[src/rtl/to_upper_pkg.sv]
// Shared constants and types for the to_upper byte case converter.
//   BYTE_W           width of one character code
//   ASCII_LOWER_MIN  first lowercase letter 'a'
//   ASCII_LOWER_MAX  last lowercase letter 'z'
//   CASE_BIT         bit that separates upper/lower case in ASCII letters
//   beat_t           one registered output beat (byte + converted flag)
package to_upper_pkg;

    localparam int unsigned BYTE_W = 8;

    typedef logic [BYTE_W-1:0] byte_t;

    localparam byte_t       ASCII_LOWER_MIN = 8'h61;
    localparam byte_t       ASCII_LOWER_MAX = 8'h7A;
    localparam int unsigned CASE_BIT        = 5;

    // Clearing this bit turns 'a'..'z' into 'A'..'Z'.
    localparam byte_t CASE_MASK = ~(BYTE_W'(1) << CASE_BIT);

    typedef struct packed {
        byte_t data;
        logic  converted;
    } beat_t;

    // True only for the 26 lowercase ASCII letters.
    function automatic logic is_lower_byte(input byte_t b);
        return (b >= ASCII_LOWER_MIN) && (b <= ASCII_LOWER_MAX);
    endfunction

endpackage

[src/rtl/to_upper_core.sv]
// Combinational case mapping for one byte.
//   in_byte   in   8   raw input code
//   out_byte  out  8   uppercase form for 'a'..'z', otherwise in_byte
//   is_lower  out  1   in_byte is a lowercase ASCII letter
module to_upper_core
    import to_upper_pkg::*;
(
    input  logic [BYTE_W-1:0] in_byte,
    output logic [BYTE_W-1:0] out_byte,
    output logic              is_lower
);

    // Only lowercase letters lose the case bit; every other code passes as is.
    always_comb begin
        is_lower = is_lower_byte(in_byte);
        out_byte = is_lower ? (in_byte & CASE_MASK) : in_byte;
    end

endmodule

[src/rtl/to_upper.sv]
// Streaming ASCII lowercase-to-uppercase converter with a one-deep output
// register on a valid/ready handshake and a saturating conversion counter.
//   clk            in   1        rising-edge clock
//   rst            in   1        synchronous active-high reset
//   in_valid       in   1        in_data holds a byte
//   in_ready       out  1        byte accepted this cycle (combinational)
//   in_data        in   8        input byte
//   out_valid      out  1        out_data holds a byte
//   out_ready      in   1        sink takes out_data this cycle
//   out_data       out  8        converted byte
//   out_converted  out  1        out_data differs from its input byte
//   conv_count     out  COUNT_W  bytes converted since reset, saturating
module to_upper
    import to_upper_pkg::*;
#(
    parameter int unsigned COUNT_W = 16
) (
    input  logic               clk,
    input  logic               rst,
    input  logic               in_valid,
    output logic               in_ready,
    input  logic [BYTE_W-1:0]  in_data,
    output logic               out_valid,
    input  logic               out_ready,
    output logic [BYTE_W-1:0]  out_data,
    output logic               out_converted,
    output logic [COUNT_W-1:0] conv_count
);

    byte_t conv;
    logic  is_lower;
    logic  transfer;
    beat_t beat_q;

    to_upper_core u_core (
        .in_byte  (in_data),
        .out_byte (conv),
        .is_lower (is_lower)
    );

    // Register is free when empty or being drained in this same cycle.
    assign in_ready = !out_valid || out_ready;
    assign transfer = in_valid && in_ready;

    // Output register: load on transfer, empty on drain, hold on stall.
    always_ff @(posedge clk) begin
        if (rst) begin
            out_valid <= 1'b0;
            beat_q    <= '0;
        end else if (transfer) begin
            out_valid <= 1'b1;
            beat_q    <= '{data: conv, converted: is_lower};
        end else if (out_ready) begin
            out_valid <= 1'b0;
        end
    end

    // Conversion statistic, sticks at all-ones.
    always_ff @(posedge clk) begin
        if (rst) begin
            conv_count <= '0;
        end else if (transfer && is_lower && (conv_count != '1)) begin
            conv_count <= conv_count + COUNT_W'(1);
        end
    end

    assign out_data      = beat_q.data;
    assign out_converted = beat_q.converted;

endmodule

[config.mk]
export PLATFORM = sky130hd
export DESIGN_NAME = to_upper
export DESIGN_NICKNAME = d
export VERILOG_FILES = /design/src/rtl/to_upper_pkg.sv /design/src/rtl/to_upper_core.sv /design/src/rtl/to_upper.sv
export SDC_FILE = /design/constraint.sdc
export NUM_CORES = 1
export LEC_CHECK = 0
export ABC_AREA = 1
export CORE_MARGIN = 1.5
export CORE_UTILIZATION = 25
export CTS_CLUSTER_DIAMETER = 80
export CTS_CLUSTER_SIZE = 20
export DETAILED_ROUTE_END_ITERATION = 10
export HOLD_SLACK_MARGIN = 0.02
export PLACE_DENSITY = 0.44
export SYNTH_ARGS = -nofsm -noshare
export SYNTH_HDL_FRONTEND = slang
export SYNTH_SLANG_ARGS = --single-unit
[constraint.sdc]
create_clock -name clk -period 2.1 [get_ports clk]
set_input_delay 0.42 -clock clk [delete_from_list [all_inputs] [get_ports clk]]
set_output_delay 0.42 -clock clk [all_outputs]
set_load 0.02 [all_outputs]
Word level (Yosys, flattened, before mapping) --
Cells that the tools add are included.
Word-level totals: word-level logic and storage cells 18, input port bits 12, flip-flop bits (word level) 26, output and inout bits 27
Operators by class: $add $sub $neg 1, equal/unequal tests 1, reduce and logical (&&, ||, !) cells 7, magnitude comparators 2, muxes and demuxes 3
Operators by type and width (number):
- $add 16x1->16 const B | 1
- $ne 16x16->1 const B | 1
- $ge 8x7->1 const B | 1
- $le 8x7->1 const B | 1
- $mux 6 | 1
- $logic_and 1x1->1 | 4
- $mux 1 | 2
- $reduce_bool 2->1 | 1
- $logic_not 1->1 | 1
- $logic_or 1x1->1 | 1

Depth between registers and ports, before layout --
Gate-level depths: netlist of run 1.
word-level depth 5, gate-level depth with buffers 9, depth with buffers taken out 9

Cells and area by module --
A second synthesis of run 1 with hierarchy kept.
Second synthesis, totals: cells, all modules 234, area, all modules 1492.7 sq um
Modules (own cells, without submodules):
- to_upper | cells each 209, area an instance 1367.6 sq um, times used 1, seq. area each 520.5 sq um
- to_upper_core | cells each 25, area an instance 125.1 sq um, times used 1, seq. area each 0.0 sq um

Worst setup path after synthesis of run 1 --
Ideal clock, no wire load.
kind flip-flop to flip-flop, from register conv_count[0], to register conv_count[13], path slack 403 ps, arrival time 1554 ps, cell stages (with the launch flop) 10, period minus slack after synthesis 1697 ps, data required time 1957 ps, path buffers 1, library setup time 143 ps, cell sequence dfxtp_1 -> ha_1 -> inv_1 -> nor2_4 -> nand2_4 -> nor2_8 -> nor2_4 -> buf_6 -> nand2_2 -> a21oi_2
Between the ends: longest elaborated chain between the ends 2, elaborated cells on any way between the ends 3, those cells by class add/sub (1); eq/ne (1); reduce/logical (1)
RTL lines:
- start, declared | line to_upper.sv:27 | output logic [COUNT_W-1:0] conv_count
- start signal, assigned | line to_upper.sv:63 | conv_count <= conv_count + COUNT_W'(1);
- parallel branches: the longest is 2 deep, another holds $add 16x1->16
Parallel ways; which one is timed is not known. A chain may end at the register's enable or synchronous reset.

Final worst setup path of run 1 --
from input port out_ready, to output port in_ready
Between the ends: longest elaborated chain between the ends 1
RTL lines:
- start, declared | line to_upper.sv:24 | input logic out_ready,
- $logic_or 1x1->1 | line to_upper.sv:42 | assign in_ready = !out_valid || out_ready;
- end, declared | line to_upper.sv:21 | output logic in_ready,
No other way between the ends.

==> results.py, run 1 <==
metrics = {
    "power_and_ir_drop": {
        "peakVddDrop_uv": 283,
        "leakagePower_nw": 0.774,
        "share_seq_of_total_power": 0.473,
        "power.share.combinational": 0.126,
        "cellPowerDensity_mw_per_mm2": 525,
        "power.share.switching": 0.241,
        "switchingPower_mw": 0.263,
        "pwr-share-clk": 0.401,
        "power.internal_mw": 0.829,
    },
    "critical_path": {
        "critPathArrivalTime_ns": 1.61,
        "type_of_element_capturing_the_critical_path": "output pin",
        "r2r_start": "conv_count[1]",
        "worst-r2r-cell-count": 8,
        "cp_class": "in2out",
        "cp-start-kind": "primary input",
        "timing.reg2reg.setup_slack_ns": 0.45,
        "critical-path-max-stage-delay_ns": 0.60,
        "crit_top_cell": "sky130_fd_sc_hd__clkdlybuf4s50_1",
        "cp_cell_sequence": "clkdlybuf4s50_1 -> inv_2 -> nand2_4 -> clkdlybuf4s50_1",
        "crit_family": "buffers and inverters",
        "path_max_fanout": 3,
        "worst_path_slowest_cell": "sky130_fd_sc_hd__clkdlybuf4s50_1",
        "worst_r2r_endpoint": "conv_count[13]",
        "worst_ep_required_time_ns": 1.68,
        "cp_num_buf_inv": 3,
    },
    "synthesis": {
        "synthFlopType": "sky130_fd_sc_hd__dfxtp_1",
        "synth.yosys.seq_area_share": 0.346,
        "synth_warnings": 0,
        "synth_cell_count_leaders": "sky130_fd_sc_hd__nand2_1, sky130_fd_sc_hd__nor2_1, sky130_fd_sc_hd__dfxtp_1",
        "synth_fa_ha_area_frac": 0.00831,
        "synth_top_area_frac": 0.346,
        "synth_seq_cells": 26,
        "ys_types": 29,
        "synth.cell_area_mm2": 0.00151,
        "syn_inst": 207,
        "netlist.top_cell.by_area": "sky130_fd_sc_hd__dfxtp_1",
        "synth_compound_gate_area_share": 0.170,
        "ys_top_cells_by_area": "sky130_fd_sc_hd__dfxtp_1, sky130_fd_sc_hd__nand2_1, sky130_fd_sc_hd__nor2_1",
        "number_of_enable_flip_flop_cells_after_synthesis": 0,
        "synth_fp_nets": 220,
        "synthXorXnorAreaFrac": 0.0407,
        "async_reset_ff_frac": 0,
        "most_common_cell_in_the_synthesized_netlist": "sky130_fd_sc_hd__nand2_1",
        "avgSynthCellArea_um2": 7.27,
        "muxShareOfSynthArea": 0,
        "combinational_family_with_the_most_area_after_synthesis": "simple AND/OR/NAND/NOR gates",
        "synth_simple_gate_area_share": 0.367,
    },
    "detailed_routing": {
        "route.vias.total": 1453,
        "drtIter0Drc": 36,
        "drt_wl_total_um": 3940,
        "routed_via_density": 4.46,
        "routedWlPerCell_um": 12.1,
        "postRouteAntennaNets": 0,
        "drc": 0,
        "first_pass_detailed_route_iteration_total": 6,
    },
    "cells_and_area": {
        "stdcell_count": 326,
        "post-route-cell-area_mm2": 0.00208,
        "nNetsFinal": 265,
        "antenna-diode-count": 0,
        "layout-drive-gt1-share": 0.187,
        "flow.area_growth_from_synthesis_pct": 38.2,
    },
    "die": {
        "floorplan.die.height_um": 80.6,
        "placement_rows": 28,
        "io_pins": 39,
        "floorplan.initialDensity": 0.257,
        "chipWidth_um": 80.6,
        "core_region_area_mm2": 0.00585,
        "total_die_area_mm2": 0.00650,
    },
    "timing": {
        "period_minus_slack_ns": 2.03,
        "fin_tns_setup_ns": 0,
        "slew_viol_final": 0,
        "unrepaired_setup_endpoints_after_global_routing": "false",
        "timing.final.ws_setup_ns": 0.0681,
        "finalSetupViolCount": 0,
        "max_clock_freq_mhz": 492,
        "part_of_the_cycle_the_worst_path_needs": 0.968,
        "fin_skew_ns": 0.00727,
        "tightest_slew_ns": 0.316,
        "final-hold-violation-count": 0,
        "worst_slew_margin_rel": 0.789,
    },
    "clock_network": {
        "tritoncts.num_buffers": 3,
        "cts_tree": "done",
        "cts_max_path_buffers": 2,
        "cts.clk_slew.worst_paths_ns": 0.10,
        "cts_hold_repair.buffers": 0,
        "h-tree-depth": 1,
        "clockRootBuffer": "sky130_fd_sc_hd__clkbuf_8",
        "post_cts_resize_count": 0,
        "clk_latency_ns": 0.28,
        "clkSinkCount": 26,
        "post_cts_buffers": 0,
    },
    "global_route": {
        "grt_pass1_wl_um": 6640,
        "grt_pass1_vias": 1384,
        "grt.total_usage": 0.131,
        "met3_usage": 0.0386,
        "grt.busiest_layer": "met2",
        "maximum_number_of_pins_on_one_net_before_global_route_repair": 16,
        "grt_antenna_before_repair": 0,
        "global_route.usage.met1": 0.169,
        "grt_overflow_total": 0,
        "use_met2": 0.218,
    },
    "min_path": {
        "worst_hold_path.endpoint": "out_converted",
        "worstHoldPathType": "reg2reg",
        "worstHoldPathCells": 2,
        "hold_path_startpoint": "out_converted",
    },
    "flow_run": {
        "maxCapViolations": 0,
    },
    "placement": {
        "hpwl_um": 2960,
        "placedInstanceArea_mm2": 0.00201,
        "numPortBuffers": 38,
        "routability_congestion_estimate": 0.772,
        "pre_cts_slack_ns": 0.0671,
        "placed_cells_incl_taps": 322,
    },
    "status": {
        "run_status": "finished clean",
    },
}
## flip-flops by register name, indices dropped and copies added (netlist names)
| register | count |
|---|---|
| out_valid | 1 |
| out_data | 8 |
| conv_count | 16 |
| out_converted | 1 |
## metrics by stage
step | utilization | power [mW] | hold WS [ns]
CTS | 0.356 | 1.11 | 0.477
global route | 0.356 | 1.14 | 0.498
floorplan | - | 0.594 | 0.541
detailed placement | 0.343 | 0.668 | 0.463
global placement | 0.343 | 0.669 | 0.456
finish | 0.356 | 1.09 | 0.468
## cells in the final DEF (no fill, tap or decap), types with 2 or more instances in the layout
master,netlist,final
sky130_fd_sc_hd__xor2_1,3,3
sky130_fd_sc_hd__o21ai_0,16,16
sky130_fd_sc_hd__dfxtp_1,26,26
sky130_fd_sc_hd__inv_1,14,14
sky130_fd_sc_hd__clkdlybuf4s50_1,0,38
sky130_fd_sc_hd__clkbuf_8,0,3
sky130_fd_sc_hd__nor2_2,2,2
sky130_fd_sc_hd__a21oi_2,11,11
sky130_fd_sc_hd__o21ai_1,10,10
sky130_fd_sc_hd__nand4_1,3,3
sky130_fd_sc_hd__a21oi_1,6,6
sky130_fd_sc_hd__nor2_4,4,4
sky130_fd_sc_hd__nor2_1,32,32
sky130_fd_sc_hd__buf_4,0,7
sky130_fd_sc_hd__nor3_1,2,2
sky130_fd_sc_hd__xnor2_1,4,4
sky130_fd_sc_hd__nand2_1,41,41
sky130_fd_sc_hd__nand2_2,11,11
sky130_fd_sc_hd__nand3_1,5,5
sky130_fd_sc_hd__nand2_4,4,4
## per-layer routing
metal,share of wire,vias up
met3,0.064,2
li1,-,753
met5,0,-
met4,0.0038,0
met1,0.47,659
met2,0.46,39
## final cells by class
class                   instances  area, um2
clock inverters                 1       30.0
multi-input cells             159        882
inverters                      16       60.1
repair buffers                 46        453
flip-flops and latches         26        520
fillers                       639       3770
clock buffers                   3       41.3
well taps                      75       93.8
## tightest hold or removal path, stage by stage, from the launching register on
cell,delay [ns]
sky130_fd_sc_hd__dfxtp_1,0.32
sky130_fd_sc_hd__nand2_1,0.06
sky130_fd_sc_hd__a21oi_1,0.05
## cell families after synthesis
group | count (synthesis)
flops | 26
simple gates | 108
compound gates | 43
buf+inv | 22
fa+ha+maj | 1
xor+xnor | 7
## worst max-delay path by stage
stage             startpoint        endpoint  cells after the start
2_1_floorplan  conv_count[0]  conv_count[13]                      9
3_3_place_gp       out_ready        in_ready                      4
3_5_place_dp       out_ready        in_ready                      4
4_1_cts            out_ready        in_ready                      4
5_1_grt            out_ready        in_ready                      4
6_report           out_ready        in_ready                      4
## power by group through the flow
stage	sequential (mW)	combinational, mW	clock (mW)
after floorplan	0.546	0.0480	0
after global placement	0.528	0.141	0
after detailed placement	0.528	0.140	0
after CTS	0.517	0.141	0.452
after global routing	0.519	0.153	0.464
final	0.517	0.138	0.438
(Power assumes the default switching activity.)
==> run 2: changes to the inputs <==
SYNTH_HIERARCHICAL = 1   (was not set)
==> run 2 against run 1 <==
Compared with the run above:
- sequential share of layout area increased by 0.81 points
- highest routed layer unchanged
- setup slack better by 0.041 ns
- critical path depth is the same
- die area fell by 0.80%
==> results.py, run 2 <==
metrics = {
    "status": {
        "run_status": "finished clean",
    },
    "critical_path": {
        "worst_path_slowest_cell": "sky130_fd_sc_hd__clkdlybuf4s50_1",
        "cp_num_buf_inv": 3,
        "worst_ep_required_time_ns": 1.68,
        "crit_family": "buffers and inverters",
        "type_of_element_capturing_the_critical_path": "output pin",
        "path_max_fanout": 2,
        "critical-path-max-stage-delay_ns": 0.59,
        "crit_top_cell": "sky130_fd_sc_hd__clkdlybuf4s50_1",
        "cp_class": "in2out",
        "cp-start-kind": "primary input",
        "critPathArrivalTime_ns": 1.57,
        "cp_cell_sequence": "clkdlybuf4s50_1 -> inv_1 -> nand2_4 -> clkdlybuf4s50_1",
    },
    "placement": {
        "pre_cts_slack_ns": -0.0776,
        "routability_congestion_estimate": 0.818,
        "numPortBuffers": 38,
        "placedInstanceArea_mm2": 0.00196,
        "hpwl_um": 3070,
        "placed_cells_incl_taps": 344,
    },
    "die": {
        "core_region_area_mm2": 0.00564,
        "floorplan.initialDensity": 0.265,
        "chipWidth_um": 80.3,
        "total_die_area_mm2": 0.00644,
        "placement_rows": 27,
        "floorplan.die.height_um": 80.3,
        "io_pins": 39,
    },
    "clock_network": {
        "clk_latency_ns": 0.28,
        "clkSinkCount": 26,
        "clockRootBuffer": "sky130_fd_sc_hd__clkbuf_8",
        "cts.clk_slew.worst_paths_ns": 0.10,
        "tritoncts.num_buffers": 3,
        "cts_max_path_buffers": 2,
        "post_cts_buffers": 0,
        "h-tree-depth": 1,
        "post_cts_resize_count": 0,
        "cts_hold_repair.buffers": 0,
        "cts_tree": "done",
    },
    "cells_and_area": {
        "antenna-diode-count": 0,
        "post-route-cell-area_mm2": 0.00202,
        "ff_latch_area_um2": 520,
        "commonest_cells_after_routing_fill_and_taps_aside": "sky130_fd_sc_hd__nand2_1, sky130_fd_sc_hd__nor2_1, sky130_fd_sc_hd__clkdlybuf4s50_1",
        "stdcell_count": 348,
        "most_flop_heavy_register": "conv_count",
        "flow.area_growth_from_synthesis_pct": 35.0,
        "layout-drive-gt1-share": 0.116,
        "total_area_of_multi_input_combinational_cells_um2": 793,
        "largest_register_ff_count": 16,
        "layout.filler_cells": 614,
        "most_common_library_cell_in_the_layout_ignoring_fill_and_taps": "sky130_fd_sc_hd__nand2_1",
        "nNetsFinal": 290,
    },
    "timing": {
        "finalSetupViolCount": 0,
        "max_clock_freq_mhz": 502,
        "unrepaired_setup_endpoints_after_global_routing": "false",
        "tightest_slew_ns": 0.322,
        "slew_viol_final": 0,
        "part_of_the_cycle_the_worst_path_needs": 0.948,
        "fin_skew_ns": 0.00315,
        "worst_slew_margin_rel": 0.785,
        "period_minus_slack_ns": 1.99,
        "final-hold-violation-count": 0,
        "fin_tns_setup_ns": 0,
        "timing.final.ws_setup_ns": 0.109,
    },
    "detailed_routing": {
        "drc": 0,
        "drt_wl_total_um": 3990,
        "routedWlPerCell_um": 11.5,
        "first_pass_detailed_route_iteration_total": 4,
        "routed_via_density": 4.33,
        "postRouteAntennaNets": 0,
        "route.vias.total": 1506,
        "drtIter0Drc": 51,
    },
    "synthesis": {
        "synth_fp_nets": 247,
        "synth.yosys.seq_area_share": 0.349,
        "syn_inst": 234,
        "synthFlopType": "sky130_fd_sc_hd__dfxtp_1",
        "async_reset_ff_frac": 0,
        "synth_top_area_frac": 0.349,
        "ys_top_cells_by_area": "sky130_fd_sc_hd__dfxtp_1, sky130_fd_sc_hd__nand2_1, sky130_fd_sc_hd__nor2_1",
        "number_of_enable_flip_flop_cells_after_synthesis": 0,
        "synth_warnings": 6,
        "synth.cell_area_mm2": 0.00149,
        "most_common_cell_in_the_synthesized_netlist": "sky130_fd_sc_hd__nand2_1",
        "ys_types": 26,
        "synth_seq_cells": 26,
        "synth_cell_count_leaders": "sky130_fd_sc_hd__nand2_1, sky130_fd_sc_hd__nor2_1, sky130_fd_sc_hd__dfxtp_1",
        "avgSynthCellArea_um2": 6.38,
        "netlist.top_cell.by_area": "sky130_fd_sc_hd__dfxtp_1",
    },
    "power_and_ir_drop": {
        "peakVddDrop_uv": 238,
        "cellPowerDensity_mw_per_mm2": 497,
        "switchingPower_mw": 0.255,
        "power.share.switching": 0.254,
        "power.share.combinational": 0.144,
        "power.internal_mw": 0.747,
        "share_seq_of_total_power": 0.515,
        "pwr-share-clk": 0.341,
        "leakagePower_nw": 0.824,
    },
    "flow_run": {
        "maxCapViolations": 0,
    },
    "global_route": {
        "grt_overflow_total": 0,
        "maximum_number_of_pins_on_one_net_before_global_route_repair": 15,
        "grt_pass1_vias": 1409,
        "grt.total_usage": 0.133,
        "grt_pass1_wl_um": 6600,
        "grt_antenna_before_repair": 0,
    },
    "min_path": {
        "worstHoldPathType": "reg2reg",
    },
}
[run 2: cell types whose count changed after synthesis, moves of 4 or more]
| cell | before | now |
|---|---|---|
| sky130_fd_sc_hd__a21oi_2 | 11 | 0 |
| sky130_fd_sc_hd__a21oi_1 | 6 | 14 |
| sky130_fd_sc_hd__nand3_1 | 5 | 11 |
| sky130_fd_sc_hd__buf_4 | 0 | 7 |
| sky130_fd_sc_hd__inv_1 | 14 | 23 |
| sky130_fd_sc_hd__o21ai_1 | 10 | 1 |
| sky130_fd_sc_hd__nor2_1 | 32 | 50 |
| sky130_fd_sc_hd__o21ai_0 | 16 | 10 |
| sky130_fd_sc_hd__nand2_2 | 11 | 3 |
| sky130_fd_sc_hd__nor2_4 | 4 | 0 |
| sky130_fd_sc_hd__nand2_1 | 41 | 61 |
| sky130_fd_sc_hd__nor2_2 | 2 | 6 |
[run 2: power by group through the flow]
stage / registers, mW / logic (mW) / clock network [mW]
after floorplan: 0.547 / 0.0572 / 0
after global placement: 0.529 / 0.146 / 0
after detailed placement: 0.528 / 0.146 / 0
after CTS: 0.517 / 0.146 / 0.356
after global routing: 0.520 / 0.159 / 0.374
final: 0.517 / 0.144 / 0.342
[run 2: per-stage QoR]
stage / hold slack [ns] / utilization / power (mW)
after global placement: 0.465 / 0.348 / 0.675
after detailed placement: 0.459 / 0.348 / 0.674
after floorplan: 0.489 / - / 0.604
after CTS: 0.482 / 0.357 / 1.02
final: 0.478 / 0.357 / 1.00
after global routing: 0.496 / 0.357 / 1.05
[run 2: path summary, 6_finish.rpt]
check	start	to	slack, ns	cells after the start
setup / recovery	out_ready	in_ready	0.11	4
hold / removal	out_converted	out_converted	0.48	2
setup reg to reg	conv_count[1]	conv_count[13]	0.42	6
hold reg to reg	out_converted	out_converted	0.48	2
[run 2: final cells by class]
class / instances / share of cell area
Timing Repair Buffer: 49 / 0.230
Clock buffer: 4 / 0.0273
Inverter: 25 / 0.0466
Multi-Input combinational cell: 172 / 0.394
Sequential cell: 26 / 0.258
Tap cell: 72 / 0.0447
[run 2: worst min-delay path: stages, from the launching register on]
cell and delay [ns]:
sky130_fd_sc_hd__dfxtp_1 0.33, sky130_fd_sc_hd__nand2_1 0.06, sky130_fd_sc_hd__a21oi_1 0.05
[run 2: logic make-up after synthesis]
| kind of cell | synth area share |
|---|---|
| adders and majority gates | 0.00838 |
| AOI/OAI and AO/OA | 0.0880 |
| buffers and inverters | 0.120 |
| and+or+nand+nor | 0.429 |
| xor gates and xnor gates | 0.00587 |
| DFF | 0.349 |
[run 2: per-layer routing]
| metal | up-vias | track usage | part of all wire |
|---|---|---|---|
| met3 | 5 | 0.0250 | 0.045 |
| met4 | 0 | 0.0466 | 0.015 |
| met2 | 37 | 0.231 | 0.46 |
| met5 | - | 0 | 0 |
| met1 | 651 | 0.161 | 0.48 |
| li1 | 813 | - | - |
==> run 3: changes to the inputs <==
--- a/config.mk
+++ b/config.mk
@@ -6,12 +6,11 @@
 export NUM_CORES = 1
 export LEC_CHECK = 0
-export ABC_AREA = 1
 export CORE_MARGIN = 1.5
-export CORE_UTILIZATION = 25
+export CORE_UTILIZATION = 46
 export CTS_CLUSTER_DIAMETER = 80
 export CTS_CLUSTER_SIZE = 20
 export DETAILED_ROUTE_END_ITERATION = 10
 export HOLD_SLACK_MARGIN = 0.02
-export PLACE_DENSITY = 0.44
+export PLACE_DENSITY = 0.75
 export SYNTH_ARGS = -nofsm -noshare
 export SYNTH_HDL_FRONTEND = slang
==> constraint.sdc (replaced) <==
create_clock -name clk -period 2.1 [get_ports clk]
set_input_delay 0.525 -clock clk [delete_from_list [all_inputs] [get_ports clk]]
set_output_delay 0.525 -clock clk [all_outputs]
set_load 0.02 [all_outputs]
==> run 3 against run 2 <==
Compared with the run above:
- routed wire length decreased by 8.9%
- clock skew increased by 0.0056 ns
- area after synthesis decreased by 13%
- first-iteration DRC count decreased by 49%
- synthesized cell count decreased by 30%
- the run now ends with negative setup slack left
- register-to-register slack got worse by 0.24 ns
- sequential share of layout area increased by 0.31 points
- global-route usage increased by 9.5 points
- sequential power decreased by 1%
- largest cell class unchanged
- count of clock-buffer cells in the layout unchanged
- hold slack got worse by 0.047 ns
- critical path type is now in2reg
==> results.py, run 3 <==
metrics = {
    "clock_network": {
        "cts.clk_slew.worst_paths_ns": 0.15,
        "cts_hold_repair.buffers": 0,
        "h-tree-depth": 1,
        "clkSinkCount": 26,
        "clk_latency_ns": 0.32,
        "cts_tree": "done",
        "cts_max_path_buffers": 2,
        "clockRootBuffer": "sky130_fd_sc_hd__clkbuf_4",
        "tritoncts.num_buffers": 3,
    },
    "min_path": {
        "worstHoldPathCells": 3,
        "worstHoldPathType": "in2reg",
    },
    "status": {
        "run_status": "finished with violations",
        "failing_checks": "negative setup slack",
    },
    "synthesis": {
        "number_of_enable_flip_flop_cells_after_synthesis": 0,
        "netlist.top_cell.by_area": "sky130_fd_sc_hd__dfxtp_1",
        "ys_types": 32,
        "synth_top_area_frac": 0.400,
        "ys_top_cells_by_area": "sky130_fd_sc_hd__dfxtp_1, sky130_fd_sc_hd__a21oi_1, sky130_fd_sc_hd__nand2_1",
        "async_reset_ff_frac": 0,
        "most_common_cell_in_the_synthesized_netlist": "sky130_fd_sc_hd__dfxtp_1",
        "synth.cell_area_mm2": 0.00130,
        "synth_seq_cells": 26,
        "synthFlopType": "sky130_fd_sc_hd__dfxtp_1",
        "synth.yosys.seq_area_share": 0.400,
        "avgSynthCellArea_um2": 7.93,
        "synth_cell_count_leaders": "sky130_fd_sc_hd__dfxtp_1, sky130_fd_sc_hd__nand2_1, sky130_fd_sc_hd__a21oi_1",
        "synth_fp_nets": 177,
        "synth_warnings": 6,
        "syn_inst": 164,
    },
    "cells_and_area": {
        "nNetsFinal": 224,
        "ff_latch_area_um2": 520,
        "layout-drive-gt1-share": 0.243,
        "most_flop_heavy_register": "conv_count",
        "layout.filler_cells": 219,
        "finalCoreUtilization": 0.735,
        "commonest_cells_after_routing_fill_and_taps_aside": "sky130_fd_sc_hd__clkdlybuf4s50_1, sky130_fd_sc_hd__dfxtp_1, sky130_fd_sc_hd__nand2_1",
        "antenna-diode-count": 0,
        "most_common_library_cell_in_the_layout_ignoring_fill_and_taps": "sky130_fd_sc_hd__clkdlybuf4s50_1",
        "largest_register_ff_count": 16,
        "flow.area_growth_from_synthesis_pct": 53.1,
        "total_area_of_multi_input_combinational_cells_um2": 827,
    },
    "timing": {
        "unrepaired_setup_endpoints_after_global_routing": "true",
        "finalSetupViolCount": 6,
        "fin_tns_setup_ns": -0.133,
        "part_of_the_cycle_the_worst_path_needs": 1.02,
        "worst_slew_margin_rel": 0.694,
        "tightest_slew_ns": 0.460,
        "slew_viol_final": 0,
        "max_clock_freq_mhz": 468,
        "fin_skew_ns": 0.00873,
        "timing.final.ws_setup_ns": -0.0366,
        "final-hold-violation-count": 0,
        "period_minus_slack_ns": 2.14,
    },
    "placement": {
        "numPortBuffers": 38,
        "pre_cts_slack_ns": -0.973,
        "hpwl_um": 2400,
        "routability_congestion_estimate": 0.873,
    },
    "flow_run": {
        "maxCapViolations": 0,
    },
    "power_and_ir_drop": {
        "leakagePower_nw": 0.689,
        "switchingPower_mw": 0.227,
        "cellPowerDensity_mw_per_mm2": 453,
        "pwr-share-clk": 0.286,
        "share_seq_of_total_power": 0.566,
        "peakVddDrop_uv": 434,
        "design_power_total_mw": 0.903,
        "power.share.combinational": 0.148,
        "power.internal_mw": 0.676,
        "power.share.switching": 0.251,
    },
    "detailed_routing": {
        "drc": 0,
        "routed_via_density": 5.78,
        "drt_wl_total_um": 3640,
        "first_pass_detailed_route_iteration_total": 4,
        "route.vias.total": 1394,
        "drtIter0Drc": 26,
        "routedWlPerCell_um": 15.1,
        "postRouteAntennaNets": 0,
    },
    "critical_path": {
        "worst_path_slowest_cell": "sky130_fd_sc_hd__or4_4",
        "worst-r2r-cell-count": 4,
        "type_of_element_capturing_the_critical_path": "register",
        "cp-start-kind": "primary input",
        "critical-path-max-stage-delay_ns": 0.56,
        "cp_class": "in2reg",
        "worst_ep_required_time_ns": 2.33,
        "critPathArrivalTime_ns": 2.37,
        "cp_cell_sequence": "buf_8 -> a21oi_4 -> o22ai_4 -> nor4b_4 -> nand2_1 -> or4_4 -> buf_4 -> nor4_2 -> nor3_2",
        "path_max_fanout": 5,
    },
    "die": {
        "floorplan.die.height_um": 56.2,
        "total_die_area_mm2": 0.00316,
        "core_region_area_mm2": 0.00271,
        "io_pins": 39,
        "placement_rows": 19,
        "chipWidth_um": 56.2,
        "floorplan.initialDensity": 0.480,
    },
    "global_route": {
        "grt_overflow_total": 0,
        "grt.total_usage": 0.227,
        "maximum_number_of_pins_on_one_net_before_global_route_repair": 33,
        "grt_pass1_vias": 1331,
        "grt_pass1_wl_um": 5730,
        "grt_antenna_before_repair": 0,
    },
}
run 3: power by group through the flow:
stage	logic (mW)	registers, mW	clock network (mW)
floorplan	0.0471	0.535	0
global placement	0.120	0.521	0
detailed placement	0.124	0.521	0
CTS	0.129	0.511	0.263
global route	0.143	0.512	0.284
finish	0.134	0.511	0.258
run 3: final cells by class:
cell class                 count  share of cell area
clock buffer                   4              0.0182
inverter                       9              0.0170
multi-input combinational    115               0.415
sequential                    26               0.261
tap                           31              0.0195
timing repair buffer          56               0.269
run 3: worst paths after layout:
check	start	endpoint	slack, ns
hold / removal	in_data[0]	out_data[0]	0.43
setup reg to reg	conv_count[5]	conv_count[14]	0.18
hold reg to reg	out_data[0]	out_data[0]	0.47
setup / recovery	in_data[0]	conv_count[11]	-0.04
run 3: what timing repair did:
item / CTS / global route
endpoints found under the setup margin: 16 / 11
resized for setup: 48 / 10
pin swaps: 13 / 10
setup buffers: 6 / 2
run 3: cells by family after synthesis:
kind of cell / share of synthesized area
buf+inv: 0.0875
flops: 0.400
mux: 0.0346
fa+ha+maj: 0.00961
simple gates: 0.290
compound gates: 0.178
run 3: through the flow:
stage | hold slack [ns] | std cells | area, um2
after detailed placement | 0.451 | 230 | 1780
final | 0.431 | 241 | 1990
after CTS | 0.429 | 239 | 1930
after global routing | 0.430 | 241 | 1990
after global placement | 0.445 | 230 | 1780
after floorplan | 0.535 | 164 | 1370
run 3: critical path: cells and delay by family:
family	cells	cell delay, ns
AND/OR/NAND/NOR	5	1.30
buffers and inverters	2	0.28
AO/OA/AOI/OAI	2	0.27
run 3: routing by layer:
metal | up-vias | share of wire | global-route usage
li1 | 681 | - | -
met3 | 6 | 0.039 | 0.0326
met5 | - | 0 | 0
met4 | 0 | 0.012 | 0.102
met2 | 30 | 0.52 | 0.405
met1 | 677 | 0.43 | 0.267
